==> src/rtl/seg7_pkg.sv <==
// Shared constants and the hex-to-segment table for the 4-digit
// 7-segment scanner (all segment values are active-low).
package seg7_pkg;

  localparam logic [3:0] ANODES_OFF = 4'b1111;
  localparam logic [7:0] SEG_BLANK  = 8'hFF;
  localparam logic [6:0] SEG_OFF    = 7'h7F;
  localparam logic [1:0] SEL_FIRST  = 2'd3;

  // Active-low {g,f,e,d,c,b,a} pattern for one hex nibble.
  function automatic logic [6:0] hex_to_seg(input logic [3:0] nibble);
    logic [6:0] seg;
    case (nibble)
      4'h0:    seg = 7'h40;
      4'h1:    seg = 7'h79;
      4'h2:    seg = 7'h24;
      4'h3:    seg = 7'h30;
      4'h4:    seg = 7'h19;
      4'h5:    seg = 7'h12;
      4'h6:    seg = 7'h02;
      4'h7:    seg = 7'h78;
      4'h8:    seg = 7'h00;
      4'h9:    seg = 7'h10;
      4'hA:    seg = 7'h08;
      4'hB:    seg = 7'h03;
      4'hC:    seg = 7'h46;
      4'hD:    seg = 7'h21;
      4'hE:    seg = 7'h06;
      4'hF:    seg = 7'h0E;
      default: seg = SEG_OFF;
    endcase
    return seg;
  endfunction

endpackage

==> src/rtl/seg7_scan_controller_decoder.sv <==
// Combinational nibble/dp/blank to active-low {dp,g..a} pattern.
module seg7_decoder
  import seg7_pkg::*;
(
  input  logic [3:0] nibble,
  input  logic       dp,
  input  logic       blank,
  output logic [7:0] seg
);

  // Blanked digits keep their decimal point so the mask stays visible.
  always_comb begin
    seg = SEG_BLANK;
    if (blank) begin
      seg = {~dp, SEG_OFF};
    end else begin
      seg = {~dp, hex_to_seg(nibble)};
    end
  end

endmodule

==> src/rtl/seg7_scan_controller.sv <==
// Time-multiplexed 4-digit 7-segment scanner: prescaler, descending digit
// counter, leading-zero blanking and registered anode/segment outputs.
module seg7_scan_controller
  import seg7_pkg::*;
#(
  parameter int CLK_HZ     = 100_000_000,
  parameter int REFRESH_HZ = 1000,
  parameter int BLANK_LZ   = 1
) (
  input  logic       CLK,
  input  logic       RESET,
  input  logic       ENABLE,
  input  logic [3:0] DIGIT_IN,
  input  logic [3:0] DP_MASK,
  output logic [1:0] MUX_SEL,
  output logic [3:0] SEG_SELECT,
  output logic [7:0] HEX_OUT,
  output logic       DIGIT_TICK
);

  localparam int DIV = CLK_HZ / REFRESH_HZ - 1;
  localparam int CNT_W = (DIV > 0) ? $clog2(DIV + 1) : 1;
  localparam logic [CNT_W-1:0] DIV_C = CNT_W'(DIV);
  localparam logic [CNT_W-1:0] CNT_ONE = CNT_W'(1);
  localparam bit BLANK_EN = (BLANK_LZ != 0);

  logic [CNT_W-1:0] count_r;
  logic             nonzero_seen_r;
  logic             tick_s;
  logic             seen_s;
  logic             digit_zero_s;
  logic             blank_s;
  logic [3:0]       anode_s;
  logic [7:0]       hex_s;

  // Tick, blanking decision and anode pattern for the digit now on MUX_SEL.
  always_comb begin
    tick_s       = ENABLE && (count_r == DIV_C);
    digit_zero_s = (DIGIT_IN == 4'd0);
    seen_s       = 1'b0;
    if (MUX_SEL == SEL_FIRST) begin
      seen_s = 1'b0;
    end else begin
      seen_s = nonzero_seen_r;
    end
    blank_s = BLANK_EN && (MUX_SEL != 2'd0) && digit_zero_s && !seen_s;
    anode_s = ~(4'b0001 << MUX_SEL);
  end

  seg7_decoder u_decoder (
    .nibble (DIGIT_IN),
    .dp     (DP_MASK[MUX_SEL]),
    .blank  (blank_s),
    .seg    (hex_s)
  );

  // Prescaler and descending digit counter; both freeze while disabled.
  always_ff @(posedge CLK) begin
    if (RESET) begin
      count_r    <= '0;
      MUX_SEL    <= SEL_FIRST;
      DIGIT_TICK <= 1'b0;
    end else if (ENABLE) begin
      if (tick_s) begin
        count_r <= '0;
        MUX_SEL <= MUX_SEL - 2'd1;
      end else begin
        count_r <= count_r + CNT_ONE;
        MUX_SEL <= MUX_SEL;
      end
      DIGIT_TICK <= tick_s;
    end else begin
      count_r    <= count_r;
      MUX_SEL    <= MUX_SEL;
      DIGIT_TICK <= 1'b0;
    end
  end

  // Anode and segments load on the same edge so a digit never ghosts.
  always_ff @(posedge CLK) begin
    if (RESET) begin
      SEG_SELECT     <= ANODES_OFF;
      HEX_OUT        <= SEG_BLANK;
      nonzero_seen_r <= 1'b0;
    end else if (ENABLE) begin
      SEG_SELECT     <= anode_s;
      HEX_OUT        <= hex_s;
      nonzero_seen_r <= seen_s || !digit_zero_s;
    end else begin
      SEG_SELECT     <= ANODES_OFF;
      HEX_OUT        <= SEG_BLANK;
      nonzero_seen_r <= nonzero_seen_r;
    end
  end

endmodule
==> config.mk <==
export PLATFORM = sky130hd
export DESIGN_NAME = seg7_scan_controller
export DESIGN_NICKNAME = d
export VERILOG_FILES = /design/src/rtl/seg7_pkg.sv /design/src/rtl/seg7_scan_controller_decoder.sv /design/src/rtl/seg7_scan_controller.sv
export SDC_FILE = /design/constraint.sdc
export NUM_CORES = 1
export LEC_CHECK = 0
export CORE_MARGIN = 1
export CORE_UTILIZATION = 57
export DETAILED_ROUTE_END_ITERATION = 10
export HOLD_SLACK_MARGIN = 0.06
export PLACE_DENSITY = 0.88
export SLEW_MARGIN = 40
export SYNTH_ARGS = -nofsm -noshare
export SYNTH_HDL_FRONTEND = slang
export SYNTH_HIERARCHICAL = 1
export SYNTH_SLANG_ARGS = --single-unit
==> constraint.sdc <==
create_clock -name CLK -period 3.9 [get_ports CLK]
set_input_delay 0.585 -clock CLK [delete_from_list [all_inputs] [get_ports CLK]]
set_output_delay 0.585 -clock CLK [all_outputs]
set_load 0.02 [all_outputs]
After elaboration in Yosys (flattened, before gate mapping)
Memories as Yosys holds them, arrays and structs flattened. A register that Yosys moved wholly into a read port is not among the register bits.
Index checks and enable logic that the tools add are counted.
{ "totals": {"ff_bits": 26, "rom_bits": 112, "inputBits": 11, "out_inout_bits": 15, "word_cells": 31, "memories": 1} }
{ "op_classes": {"addsub": 2, "magnitude_cmp": 1, "eq_ne": 2, "n_shift": 1, "n_mux": 4, "bitwise": 3, "reduce_logical": 11} }
{ "mem_list": {"columns": ["name", "words", "word_bits", "rd", "rd_clocked_by_memory_dff", "wr", "line_no", "source"], "rows": [
  ["(no name shown)", 16, 7, 1, 1, 0, "seg7_pkg.sv:13", "case (nibble)"]
]} }
{ "op_table": {"columns": ["cell", "count"], "rows": [
  ["$add 17x1->17 const B", 1],
  ["$eq 17x17->1 const B", 1],
  ["$mux 17", 1],
  ["$logic_not 4->1", 1],
  ["$not 4->4", 1],
  ["$shl 1x2->4 const A", 1],
  ["$logic_and 1x1->1", 3],
  ["$lt 2x3->1 const B", 1],
  ["$reduce_or 3->1", 1],
  ["$bmux 1 s2", 1],
  ["$eq 2x2->1 const B", 1],
  ["$logic_not 1->1", 2],
  ["$mux 1", 2],
  ["$not 1->1", 2],
  ["$reduce_and 2->1", 1],
  ["$reduce_bool 2->1", 1],
  ["$reduce_or 2->1", 1],
  ["$sub 2x1->2 const B", 1],
  ["$logic_or 1x1->1", 1]
]} }

Longest topological paths before layout
{ "logic_depth": {"word_depth": 5, "depth_mapped": 7, "mapped_depth_nobuf": 7} }

Modules after synthesis
The synthesis kept the hierarchy.
{ "by_module_without_submodules": {"columns": ["module", "instances", "cells_each", "area_per_inst_um2", "seq_area_each_um2"], "rows": [
  ["seg7_scan_controller", 1, 147, 1442.6, 660.6],
  ["seg7_decoder", 1, 36, 299.0, 0.0]
]} }

Worst setup path before layout
OpenSTA, ideal clock, no wires.
{ "synth_timing": {"kind": "in2reg", "start": "in DIGIT_IN[1]", "end": "reg HEX_OUT[1]", "setup_ps": 122, "arrival_ps": 1631, "t_required_ps": 3778, "setup_slack_ps": 2148, "stages": 5, "n_path_buf": 0, "path_cell_list": "inv_1 > ha_1 > or2_2 > a311o_1 > nand2b_1"} }
{ "synth_between": {"elab_chain_cells": 4} }
{ "synth_rtl": {"columns": ["element", "line_no", "source"], "rows": [
  ["start: declaration", "seg7_scan_controller.sv:13", "input logic [3:0] DIGIT_IN,"],
  ["$logic_not 4->1", "seg7_scan_controller.sv:39", "digit_zero_s = (DIGIT_IN == 4'd0);"],
  ["$logic_and 1x1->1 (2 in series)", "seg7_scan_controller.sv:46", "blank_s = BLANK_EN && (MUX_SEL != 2'd0) && digit_zero_s && !seen_s;"],
  ["$reduce_or 3->1 (no source line)", null, null],
  ["end signal: assignment", "seg7_scan_controller.sv:87", "HEX_OUT <= hex_s;"],
  ["end: declaration", "seg7_scan_controller.sv:17", "output logic [7:0] HEX_OUT,"]
]} }
Parallel ways exist; a longest one is shown, timed or not.
A chain may end at the register's enable or synchronous reset.

Final worst setup path
{ "layout_timing": {"start": "in DIGIT_IN[3]", "end": "reg HEX_OUT[3]"} }
{ "layout_between": {"elab_chain_cells": 4} }
{ "layout_rtl": {"columns": ["element", "line_no", "source"], "rows": [
  ["$logic_not 4->1", "seg7_scan_controller.sv:39", null],
  ["$logic_and 1x1->1 (2 in series)", "seg7_scan_controller.sv:46", null],
  ["via blank_s", "seg7_scan_controller.sv:32", "logic blank_s;"],
  ["$reduce_or 3->1 (no source line)", null, null]
]} }
The timed path passes the listed nets, and every way through them passes these cells.

==> results.cfg <==
[timing]
drv_slew = 0
min_period_ns = 2.35
setup_tns_ns = 0
skew_ns = 0.00877
finalSetupViolCount = 0
worst_slew_pin_slew_ns = 0.624
max-slew-margin-rel = 0.584
grt_setup_unrepaired = false
finalHoldViolations = 0
fmax_mhz = 426
min_period_over_period = 0.602

[clocking]
cts_sinks = 33
path_clk_slew_ns = 0.09
post_cts_buffers = 0
cts_htree_levels = 2
cts-buffers-inserted = 5
hold_buffers = 0
root_buffer = clkbuf_4
cts_buffer_depth = 2
cts_tree = yes
insertion_delay_ns = 0.32
cts_resized = 0

[logic_synthesis]
ys_ff_latch = 33
postSynth.asyncResetShare = 0
synth_edf_count = 0
ys_types = 44
synth_flop_cell = dfxtp_1
synth-compound-area-share = 0.0718
syn_area_um2 = 1740
synth_nets = 206
synth_xor_area_frac = 0.0754
synth-simple-area-share = 0.294
netlist_instances = 183
synth_top_family_by_area = simple AND/OR/NAND/NOR gates
muxShareOfSynthArea = 0.0431
synth_fa_ha_area_frac = 0.0862
ys_warn_count = 6
synth.avg_cell_area_um2 = 9.52
ys_seq_area_frac = 0.379

[drt]
wire_per_inst_um = 13.6
drt_iter0_markers = 56
viasPerCell = 5.63
drt_pass1_iterations = 8
drcViolationCount = 6
ant_nets = 0
routed_wirelength_um = 3270
vias = 1356

[placement]
gp_congestion = 0.866
io_buffers = 25
dp.final_hpwl_um = 2440
place_area_um2 = 1980

[flow_run]
cap_violations = 0

[setup_path]
required_ns = 4.16
critPathKind = in -> reg
arrival_ns = 2.61
cp-start-kind = input port
critPathMaxFanout = 15
reg2reg_slack_ns = 2.09
cp-end-kind = flip-flop

[power_and_ir_drop]
vdd.ir_drop.worst_uv = 219
power.leakage_nw = 0.824
p_per_area_nw_per_um2 = 293

[layout]
final_cell_area_um2 = 2030
mostFrequentLayoutCells = dfxtp_1 (33), clkdlybuf4s50_1 (25), nor2_1 (20)
drive_above_1_share = 0.0905
fill_cells = 210
syn_to_final_growth_pct = 16.5
layout_commonest_cell = dfxtp_1
diodes = 0
final_nets = 232

[floorplanning]
chipWidth_um = 57.3
dieArea_um2 = 3280
start_util = 0.616
rows = 19
die_h_um = 57.3
boundaryPins = 26
coreArea_um2 = 2830

[run_status]
status = finished with violations
violations = DRC

[global_route]
grt_util_all_layers = 0.221
antenna_found_initial = 0
grt_max_degree = 16
grt_first_pass_wirelength_um = 5580
first_global_vias = 1278
overflow = 0

[worst_hold_path]
hold_class = reg -> reg
-- area by class of cell --
cell class                 count  area [um2]  area share
inverter                       8        30.0      0.0148
sequential                    33         661       0.326
timing repair buffer          26         258       0.127
multi-input combinational    135         993       0.490
tap                           31        38.8      0.0191
clock buffer                   8        48.8      0.0240
-- routing by layer --
| metal | wire length (um) | global-route usage |
|---|---|---|
| met1 | 1380 | 0.263 |
| met2 | 1670 | 0.398 |
| met3 | 168 | 0.0454 |
| met4 | 46 | 0.0732 |
| met5 | 0 | 0 |
-- path summary, 6_finish.rpt --
| check | start | to | depth (start not counted) |
|---|---|---|---|
| setup reg to reg | count_r[0] | count_r[3] | 4 |
| setup / recovery | DIGIT_IN[3] | HEX_OUT[3] | 7 |
| hold / removal | nonzero_seen_r | nonzero_seen_r | 2 |
| hold reg to reg | nonzero_seen_r | nonzero_seen_r | 2 |
-- synth_stat cells, types with 3 or more instances --
cell / count / share of area
buf_6: 3 / 0.019
dfxtp_1: 33 / 0.38
ha_1: 12 / 0.086
inv_1: 8 / 0.017
mux2i_1: 3 / 0.017
nand2_1: 15 / 0.032
nand2b_1: 13 / 0.047
nand3_1: 4 / 0.011
nand4_1: 4 / 0.014
nand4_2: 3 / 0.022
nor2_1: 20 / 0.043
nor3_1: 4 / 0.011
nor4_1: 6 / 0.022
xnor2_1: 11 / 0.055
xor2_1: 4 / 0.020
-- report_power, final --
group          total [mW]  leakage, nW  switching (mW)  internal (mW)
Clock               0.173       0.0265           0.101         0.0718
Sequential          0.348        0.269         0.00324          0.344
Combinational      0.0739        0.529          0.0365         0.0374
-- sequential cells by signal, indices dropped and copies added (netlist names) --
name	count
nonzero_seen_r	1
SEG_SELECT	4
count_r	17
MUX_SEL	2
HEX_OUT	8
DIGIT_TICK	1
-- metrics by stage --
step / total power [mW] / hold slack [ns] / util / instances / setup slack, ns
floorplan: 0.400 / 0.454 / - / 183 / 2.15
global placement: 0.425 / 0.476 / 0.700 / 233 / 1.38
detailed placement: 0.428 / 0.483 / 0.700 / 233 / 1.31
CTS: 0.602 / 0.496 / 0.717 / 241 / 1.59
global route: 0.623 / 0.517 / 0.717 / 241 / 1.38
finish: 0.594 / 0.496 / 0.717 / 241 / 1.55
-- kinds of logic (layout without fill, tap and decap cells) --
group	count (synthesis)	count (layout)
AO/OA/AOI/OAI	16	16
XOR/XNOR	15	15
adder cells (fa/ha/maj)	12	12
buffers and inverters	15	42
flip-flops	33	33
multiplexers	6	6
AND/OR/NAND/NOR	86	86
-- worst max-delay path: stages --
cell and delay, ns:
clkdlybuf4s50_1 0.66, nor4_1 0.43, nand2_1 0.08, nor2_1 0.36, nor2b_1 0.12, a32oi_1 0.23
nand2b_1 0.14
No activity file was read; power rests on OpenSTA's default activity.
